==> config.mk <==
export PLATFORM = sky130hd
export DESIGN_NAME = load_store_unit_flat
export DESIGN_NICKNAME = d
export VERILOG_FILES = /design/src/rtl/lsu_pkg.sv /design/src/rtl/load_store_unit_if.sv /design/src/rtl/lsu_align.sv /design/src/rtl/load_store_unit.sv /design/src/flat_wrapper.sv
export SDC_FILE = /design/constraint.sdc
export NUM_CORES = 1
export LEC_CHECK = 0
export ABC_AREA = 1
export ABC_CLOCK_PERIOD_IN_PS = 2800
export CORE_ASPECT_RATIO = 1.2
export CORE_MARGIN = 1
export CORE_UTILIZATION = 50
export DETAILED_ROUTE_END_ITERATION = 12
export DONT_BUFFER_PORTS = 1
export PLACE_DENSITY = 0.65
export SETUP_SLACK_MARGIN = 0.3
export SYNTH_ARGS = -nofsm -noshare
export SYNTH_HDL_FRONTEND = slang
export SYNTH_HIERARCHICAL = 1
export SYNTH_SLANG_ARGS = --single-unit
==> constraint.sdc <==
create_clock -name clk -period 2.8 [get_ports clk]
set_clock_uncertainty 0.1 [all_clocks]
set_input_delay 0.84 -clock clk [delete_from_list [all_inputs] [get_ports clk]]
set_output_delay 0.84 -clock clk [all_outputs]
set_load 0.005 [all_outputs]
==> src/rtl/lsu_pkg.sv <==
// lsu_pkg: shared widths, funct3 codes, FSM states and alignment helpers for the load/store unit
package lsu_pkg;
  localparam int XLEN = 32;
  localparam logic [2:0] F3_B  = 3'b000;
  localparam logic [2:0] F3_H  = 3'b001;
  localparam logic [2:0] F3_W  = 3'b010;
  localparam logic [2:0] F3_BU = 3'b100;
  localparam logic [2:0] F3_HU = 3'b101;
  typedef enum logic [1:0] {IDLE, REQ, WAIT, DONE} state_t;
  function automatic logic misaligned(input logic [2:0] f3, input logic [1:0] o);
    return f3[1:0] == F3_H[1:0] ? o[0] : f3[1] ? |o : 1'b0;
  endfunction
  function automatic logic [1:0] force_align(input logic [2:0] f3, input logic [1:0] o);
    return f3[1:0] == F3_H[1:0] ? {o[1], 1'b0} : f3[1] ? 2'b00 : o;
  endfunction
endpackage

==> src/rtl/load_store_unit_if.sv <==
// load_store_unit_if: data-memory req/gnt/rvalid bus; master = LSU (req, we, addr, be, wdata), slave = memory (gnt, rvalid, rdata)
interface load_store_unit_if;
  import lsu_pkg::*;
  logic            req;
  logic            we;
  logic [XLEN-1:0] addr;
  logic [3:0]      be;
  logic [XLEN-1:0] wdata;
  logic            gnt;
  logic            rvalid;
  logic [XLEN-1:0] rdata;
  modport master (output req, we, addr, be, wdata, input gnt, rvalid, rdata);
  modport slave (input req, we, addr, be, wdata, output gnt, rvalid, rdata);
endinterface

==> src/rtl/lsu_align.sv <==
// lsu_align: combinational byte enables, store lane replication and load extraction/extension (in: funct3, off, wdata, rdata; out: be, wdata_rep, rdata_ext)
module lsu_align
  import lsu_pkg::*;
(
  input  logic [2:0]      funct3,
  input  logic [1:0]      off,
  input  logic [XLEN-1:0] wdata,
  input  logic [XLEN-1:0] rdata,
  output logic [3:0]      be,
  output logic [XLEN-1:0] wdata_rep,
  output logic [XLEN-1:0] rdata_ext
);
  logic       is_b;
  logic       is_h;
  logic [7:0] lb;
  logic [15:0] lh;
  always_comb begin
    is_b = funct3[1:0] == F3_B[1:0];
    is_h = funct3[1:0] == F3_H[1:0];
    lb = rdata[{off, 3'b000} +: 8];
    lh = rdata[{off[1], 4'b0000} +: 16];
    be = is_b ? 4'b0001 << off : is_h ? 4'b0011 << {off[1], 1'b0} : 4'b1111;
    wdata_rep = is_b ? {4{wdata[7:0]}} : is_h ? {2{wdata[15:0]}} : wdata;
    rdata_ext = is_b ? {{24{lb[7] & ~funct3[2]}}, lb} : is_h ? {{16{lh[15] & ~funct3[2]}}, lh} : rdata;
  end
endmodule

==> src/rtl/load_store_unit.sv <==
// load_store_unit: memory stage (ex_* in, lsu_stall/wb_*/lsu_exc* out, mem bus master); LSU_MISALIGN_TRAP_EN traps misaligned accesses
module load_store_unit
  import lsu_pkg::*;
#(
  parameter int RD_W = 5
) (
  input  logic                   clk,
  input  logic                   rst,
  input  logic                   ex_valid,
  input  logic                   ex_memread,
  input  logic                   ex_memwrite,
  input  logic [2:0]             ex_funct3,
  input  logic [XLEN-1:0]        ex_addr,
  input  logic [XLEN-1:0]        ex_wdata,
  input  logic [RD_W-1:0]        ex_rd,
  output logic                   lsu_stall,
  load_store_unit_if.master      mem,
  output logic                   wb_valid,
  output logic                   wb_we,
  output logic [RD_W-1:0]        wb_rd,
  output logic [XLEN-1:0]        wb_data,
  output logic                   lsu_exc,
  output logic [XLEN-1:0]        lsu_exc_addr
);
  state_t          state_q, state_d;
  logic [XLEN-1:0] addr_q, addr_d, wdata_q, wdata_d, data_q, data_d;
  logic [2:0]      f3_q, f3_d;
  logic [RD_W-1:0] rd_q, rd_d;
  logic            ld_q, ld_d, exc_q, exc_d;
  logic            acc, mis, req, done;
  logic [XLEN-1:0] addr_n;
  logic [3:0]      be;
  logic [XLEN-1:0] wrep, rext;
  lsu_align u_align (
    .funct3    (f3_q),
    .off       (addr_q[1:0]),
    .wdata     (wdata_q),
    .rdata     (mem.rdata),
    .be        (be),
    .wdata_rep (wrep),
    .rdata_ext (rext)
  );
  always_comb begin
    acc = ex_valid & (ex_memread | ex_memwrite);
`ifdef LSU_MISALIGN_TRAP_EN
    mis = misaligned(ex_funct3, ex_addr[1:0]);
    addr_n = ex_addr;
`else
    mis = 1'b0;
    addr_n = {ex_addr[XLEN-1:2], force_align(ex_funct3, ex_addr[1:0])};
`endif
    state_d = state_q;
    addr_d = addr_q;
    wdata_d = wdata_q;
    data_d = data_q;
    f3_d = f3_q;
    rd_d = rd_q;
    ld_d = ld_q;
    exc_d = exc_q;
    case (state_q)
      IDLE: if (acc) begin
        addr_d = addr_n;
        wdata_d = ex_wdata;
        f3_d = ex_funct3;
        rd_d = ex_rd;
        ld_d = ex_memread;
        exc_d = mis;
        state_d = mis ? DONE : REQ;
      end
      REQ: if (mem.gnt) state_d = ld_q ? WAIT : DONE;
      WAIT: if (mem.rvalid) begin
        data_d = rext;
        state_d = DONE;
      end
      default: begin
        exc_d = 1'b0;
        state_d = IDLE;
      end
    endcase
    req = state_q == REQ;
    done = state_q == DONE;
    lsu_stall = acc & ~done;
    mem.req = req;
    mem.we = req & ~ld_q;
    mem.addr = req ? {addr_q[XLEN-1:2], 2'b00} : '0;
    mem.be = req ? be : 4'b0000;
    mem.wdata = req ? wrep : '0;
    wb_valid = done;
    wb_we = done & ld_q & ~exc_q;
    wb_rd = done ? rd_q : '0;
    wb_data = done & ld_q & ~exc_q ? data_q : '0;
    lsu_exc = done & exc_q;
    lsu_exc_addr = done & exc_q ? addr_q : '0;
  end
  always_ff @(posedge clk) begin
    if (rst) begin
      state_q <= IDLE;
      addr_q <= '0;
      wdata_q <= '0;
      data_q <= '0;
      f3_q <= '0;
      rd_q <= '0;
      ld_q <= 1'b0;
      exc_q <= 1'b0;
    end else begin
      state_q <= state_d;
      addr_q <= addr_d;
      wdata_q <= wdata_d;
      data_q <= data_d;
      f3_q <= f3_d;
      rd_q <= rd_d;
      ld_q <= ld_d;
      exc_q <= exc_d;
    end
  end
endmodule

==> src/flat_wrapper.sv <==
// flat-port wrapper written by rule: the top's interface ports become plain ports
module load_store_unit_flat import lsu_pkg::*;
#(
  parameter int RD_W = 5
)
  (clk, rst, ex_valid, ex_memread, ex_memwrite, ex_funct3, ex_addr, ex_wdata, ex_rd, lsu_stall, wb_valid, wb_we, wb_rd, wb_data, lsu_exc, lsu_exc_addr, mem_req, mem_we, mem_addr, mem_be, mem_wdata, mem_gnt, mem_rvalid, mem_rdata);
  load_store_unit_if mem_i ();
  input  logic clk;
  input  logic rst;
  input  logic ex_valid;
  input  logic ex_memread;
  input  logic ex_memwrite;
  input  logic [2:0] ex_funct3;
  input  logic [XLEN-1:0] ex_addr;
  input  logic [XLEN-1:0] ex_wdata;
  input  logic [RD_W-1:0] ex_rd;
  output logic lsu_stall;
  output logic wb_valid;
  output logic wb_we;
  output logic [RD_W-1:0] wb_rd;
  output logic [XLEN-1:0] wb_data;
  output logic lsu_exc;
  output logic [XLEN-1:0] lsu_exc_addr;
  output wire logic [$bits(mem_i.req)-1:0] mem_req;
  output wire logic [$bits(mem_i.we)-1:0] mem_we;
  output wire logic [$bits(mem_i.addr)-1:0] mem_addr;
  output wire logic [$bits(mem_i.be)-1:0] mem_be;
  output wire logic [$bits(mem_i.wdata)-1:0] mem_wdata;
  input wire logic [$bits(mem_i.gnt)-1:0] mem_gnt;
  input wire logic [$bits(mem_i.rvalid)-1:0] mem_rvalid;
  input wire logic [$bits(mem_i.rdata)-1:0] mem_rdata;
  assign mem_req = mem_i.req;
  assign mem_we = mem_i.we;
  assign mem_addr = mem_i.addr;
  assign mem_be = mem_i.be;
  assign mem_wdata = mem_i.wdata;
  assign mem_i.gnt = mem_gnt;
  assign mem_i.rvalid = mem_rvalid;
  assign mem_i.rdata = mem_rdata;
  load_store_unit #(.RD_W(RD_W)) u_core (.clk(clk), .rst(rst), .ex_valid(ex_valid), .ex_memread(ex_memread), .ex_memwrite(ex_memwrite), .ex_funct3(ex_funct3), .ex_addr(ex_addr), .ex_wdata(ex_wdata), .ex_rd(ex_rd), .lsu_stall(lsu_stall), .mem(mem_i), .wb_valid(wb_valid), .wb_we(wb_we), .wb_rd(wb_rd), .wb_data(wb_data), .lsu_exc(lsu_exc), .lsu_exc_addr(lsu_exc_addr));
endmodule
==> results.toml <==
[timing]
finalMaxSlewViolations = 0
worstMarginPinSlew_ns = 0.790
grt_setup_unrepaired = "yes"
slew_headroom = 0.471
timing.fmax_mhz = 408
tns_ns = 0
setup_viol = 0
hold_violations = 0
worst_slack_ns = 0.348
fin_crit_sh = 0.876
min_period_ns = 2.45

[final_layout]
nets = 1117
instances_no_fill = 1167
drive_above_1_share = 0.0686
stdcell_area_sq_um = 6540
final_cell_mix = "nand2_1, inv_1, a21oi_1"
final_util = 0.537
diodes = 0
final_common_cell = "nand2_1"
syn_to_final_growth_pct = 3.77

[pwr]
power_frac_seq = 0.405
share_comb_of_total_power = 0.328
power.switching_uw = 1800
irDropWorstVdd_mv = 0.380
clockPowerShare = 0.267
p_sw_frac = 0.383
leakagePower_uw = 0.00338
p_per_area_nw_per_um2 = 719
p_int_uw = 2900

[clock_tree]
htreeDepth = 3
cts.sinks = 107
clockBufferDepth = 2
clock_latency_ns = 0.35
cts-root-buf = "clkbuf_16"
cts_buffers = 9
cts_tree = "done"
cts.reportedPaths.clkPinSlew_ns = 0.08

[global_routing]
antenna_found_initial = 0
grt_max_degree = 75
grt_first_pass_wirelength_um = 24700
grt_usage = 0.234
grt_pass1_vias = 5094
grt_overflow = 0

[hold_path]
hold_path.class = "reg2reg"
hold_depth = 2
hold_end = "u_core/data_q[24]"
min_from = "u_core/data_q[24]"

[floorplanning]
ioPinCount = 254
row_count = 44
die_y_um = 125
start_util = 0.518
dieArea_sq_um = 13100
die_w_um = 104
coreArea_sq_um = 12200

[status]
status = "complete, no violations"

[setup_path]
endpoint_kind = "primary output"
rr_endpoint = "u_core/data_q[13]"
worstPathMaxFanout = 14
critical_path_arrival_ns = 1.51
reg2reg_slack_ns = 0.81
regToRegStartpoint = "u_core/f3_q[1]"
cp.required_ns = 1.86
critPathLaunchType = "flip-flop"
critical_path_class = "reg2out"
r2r_cells = 8

[drt]
vias_per_cell = 4.97
routedWlPerCell_um = 13.7
vias = 5802
ant_nets = 0
firstDrtPassIters = 5
drt_iter0_drc = 274
wirelength_um = 16000
drc = 0

[placed_design]
dpl.hpwl_um = 11100
place_ws_ns = 0.540
portBuffers = 0
gp_congestion = 0.892
dpl_cell_area_sq_um = 6140
placed_cells = 1145

[synth]
yosysSeqAreaShare = 0.340
ys_warn_count = 6
syn_area_sq_um = 6300
synth_cells = 1023
synth_top_area_share = 0.340
post_synth.cell_area_avg_sq_um = 6.16
yosysTopAreaCell = "dfxtp_1"
ys_types = 29
ys_ff_latch = 107
synth_area_leaders = "dfxtp_1, nand2_1, inv_1"

[job]
drv_cap = 0
power by group through the flow:
stage               clock (uW)  sequential (uW)  combinational [uW]
finish                    1250             1900                1540
global route              1340             1930                1760
CTS                       1290             1900                1480
detailed placement           0             1930                1460
global placement             0             1920                1440
floorplan                    0             1890                1330
critical path: stages (launching register included):
cell and delay (ns):
dfxtp_4 0.40, buf_12 0.15, nor2_4 0.05, buf_6 0.13
buf_4 0.13, o21ai_0 0.15, nand2_1 0.07, inv_1 0.08
per-layer routing:
metal | global-route usage | vias to the layer above | part of all wire
li1 | - | 2937 | -
met1 | 0.295 | 2664 | 0.43
met2 | 0.394 | 182 | 0.49
met3 | 0.0563 | 19 | 0.069
met4 | 0.0714 | 0 | 0.016
met5 | 0 | - | 0
registers in the layout, indices dropped and copies added (netlist names):
name / count
u_core/wdata_q: 32
u_core/data_q: 32
u_core/f3_q: 3
u_core/state_q: 2
u_core/rd_q: 5
u_core/ld_q: 1
u_core/addr_q: 32
synth_stat cells:
| library cell | count |
|---|---|
| a21oi_2 | 1 |
| a21oi_1 | 108 |
| nor3b_1 | 1 |
| o22ai_1 | 3 |
| ha_1 | 5 |
| nand3_2 | 2 |
| nand3_4 | 1 |
| dfxtp_1 | 107 |
| o211ai_1 | 7 |
| inv_6 | 1 |
| buf_1 | 1 |
| buf_4 | 44 |
| nor2_8 | 1 |
| nor2_1 | 61 |
| clkbuf_8 | 7 |
| nand2_4 | 1 |
| inv_1 | 164 |
| clkbuf_1 | 20 |
| o21ai_0 | 39 |
| buf_6 | 11 |
| nand3_1 | 22 |
| conb_1 | 1 |
| a22oi_1 | 1 |
| inv_2 | 2 |
| nand2_1 | 389 |
| inv_4 | 3 |
| buf_2 | 14 |
| nand2_2 | 5 |
| nor2_4 | 1 |
metrics by stage:
step	power, uW	hold WS [ns]
finish	4700	0.354
global route	5030	0.369
CTS	4670	0.354
detailed placement	3390	0.344
global placement	3360	0.337
floorplan	3230	0.330
layout make-up:
cell class / count / area [sq um]
tap: 161 / 201
multi-input combinational: 683 / 2950
sequential: 107 / 2150
clock buffer: 9 / 225
clock inverter: 7 / 68.8
fill: 1373 / 5630
timing repair buffer: 30 / 295
inverter: 170 / 651
kinds of logic (layout without fill, tap and decap cells):
kind of cell | count (synthesis) | after routing | synth area share
flip-flops | 107 | 107 | 0.340
other | 1 | 35 | 0.000595
AO/OA/AOI/OAI | 159 | 159 | 0.131
adder cells (fa/ha/maj) | 5 | 5 | 0.00993
buffers and inverters | 267 | 216 | 0.214
AND/OR/NAND/NOR | 484 | 484 | 0.304
repair_timing:
item / in CTS / in global routing
endpoints found under the setup margin: 22 / 35
pin swaps: 2 / 1
hold buffers: 0 / 0
gates resized for setup: 7 / 8
buffers inserted: 5 / 0
cloned: 0 / 1
worst max-delay path by stage:
stage	to	cells past startpoint	slack, ns	start
after floorplan	mem_addr[27]	6	0.73	u_core/state_q[1]
after global placement	mem_be[1]	7	0.58	u_core/f3_q[1]
after detailed placement	mem_be[1]	7	0.54	u_core/f3_q[1]
after CTS	mem_wdata[8]	7	0.32	u_core/f3_q[1]
after global routing	mem_wdata[30]	7	0.29	u_core/f3_q[1]
final	mem_wdata[8]	7	0.35	u_core/f3_q[1]
No activity file was read; power rests on OpenSTA's default activity.
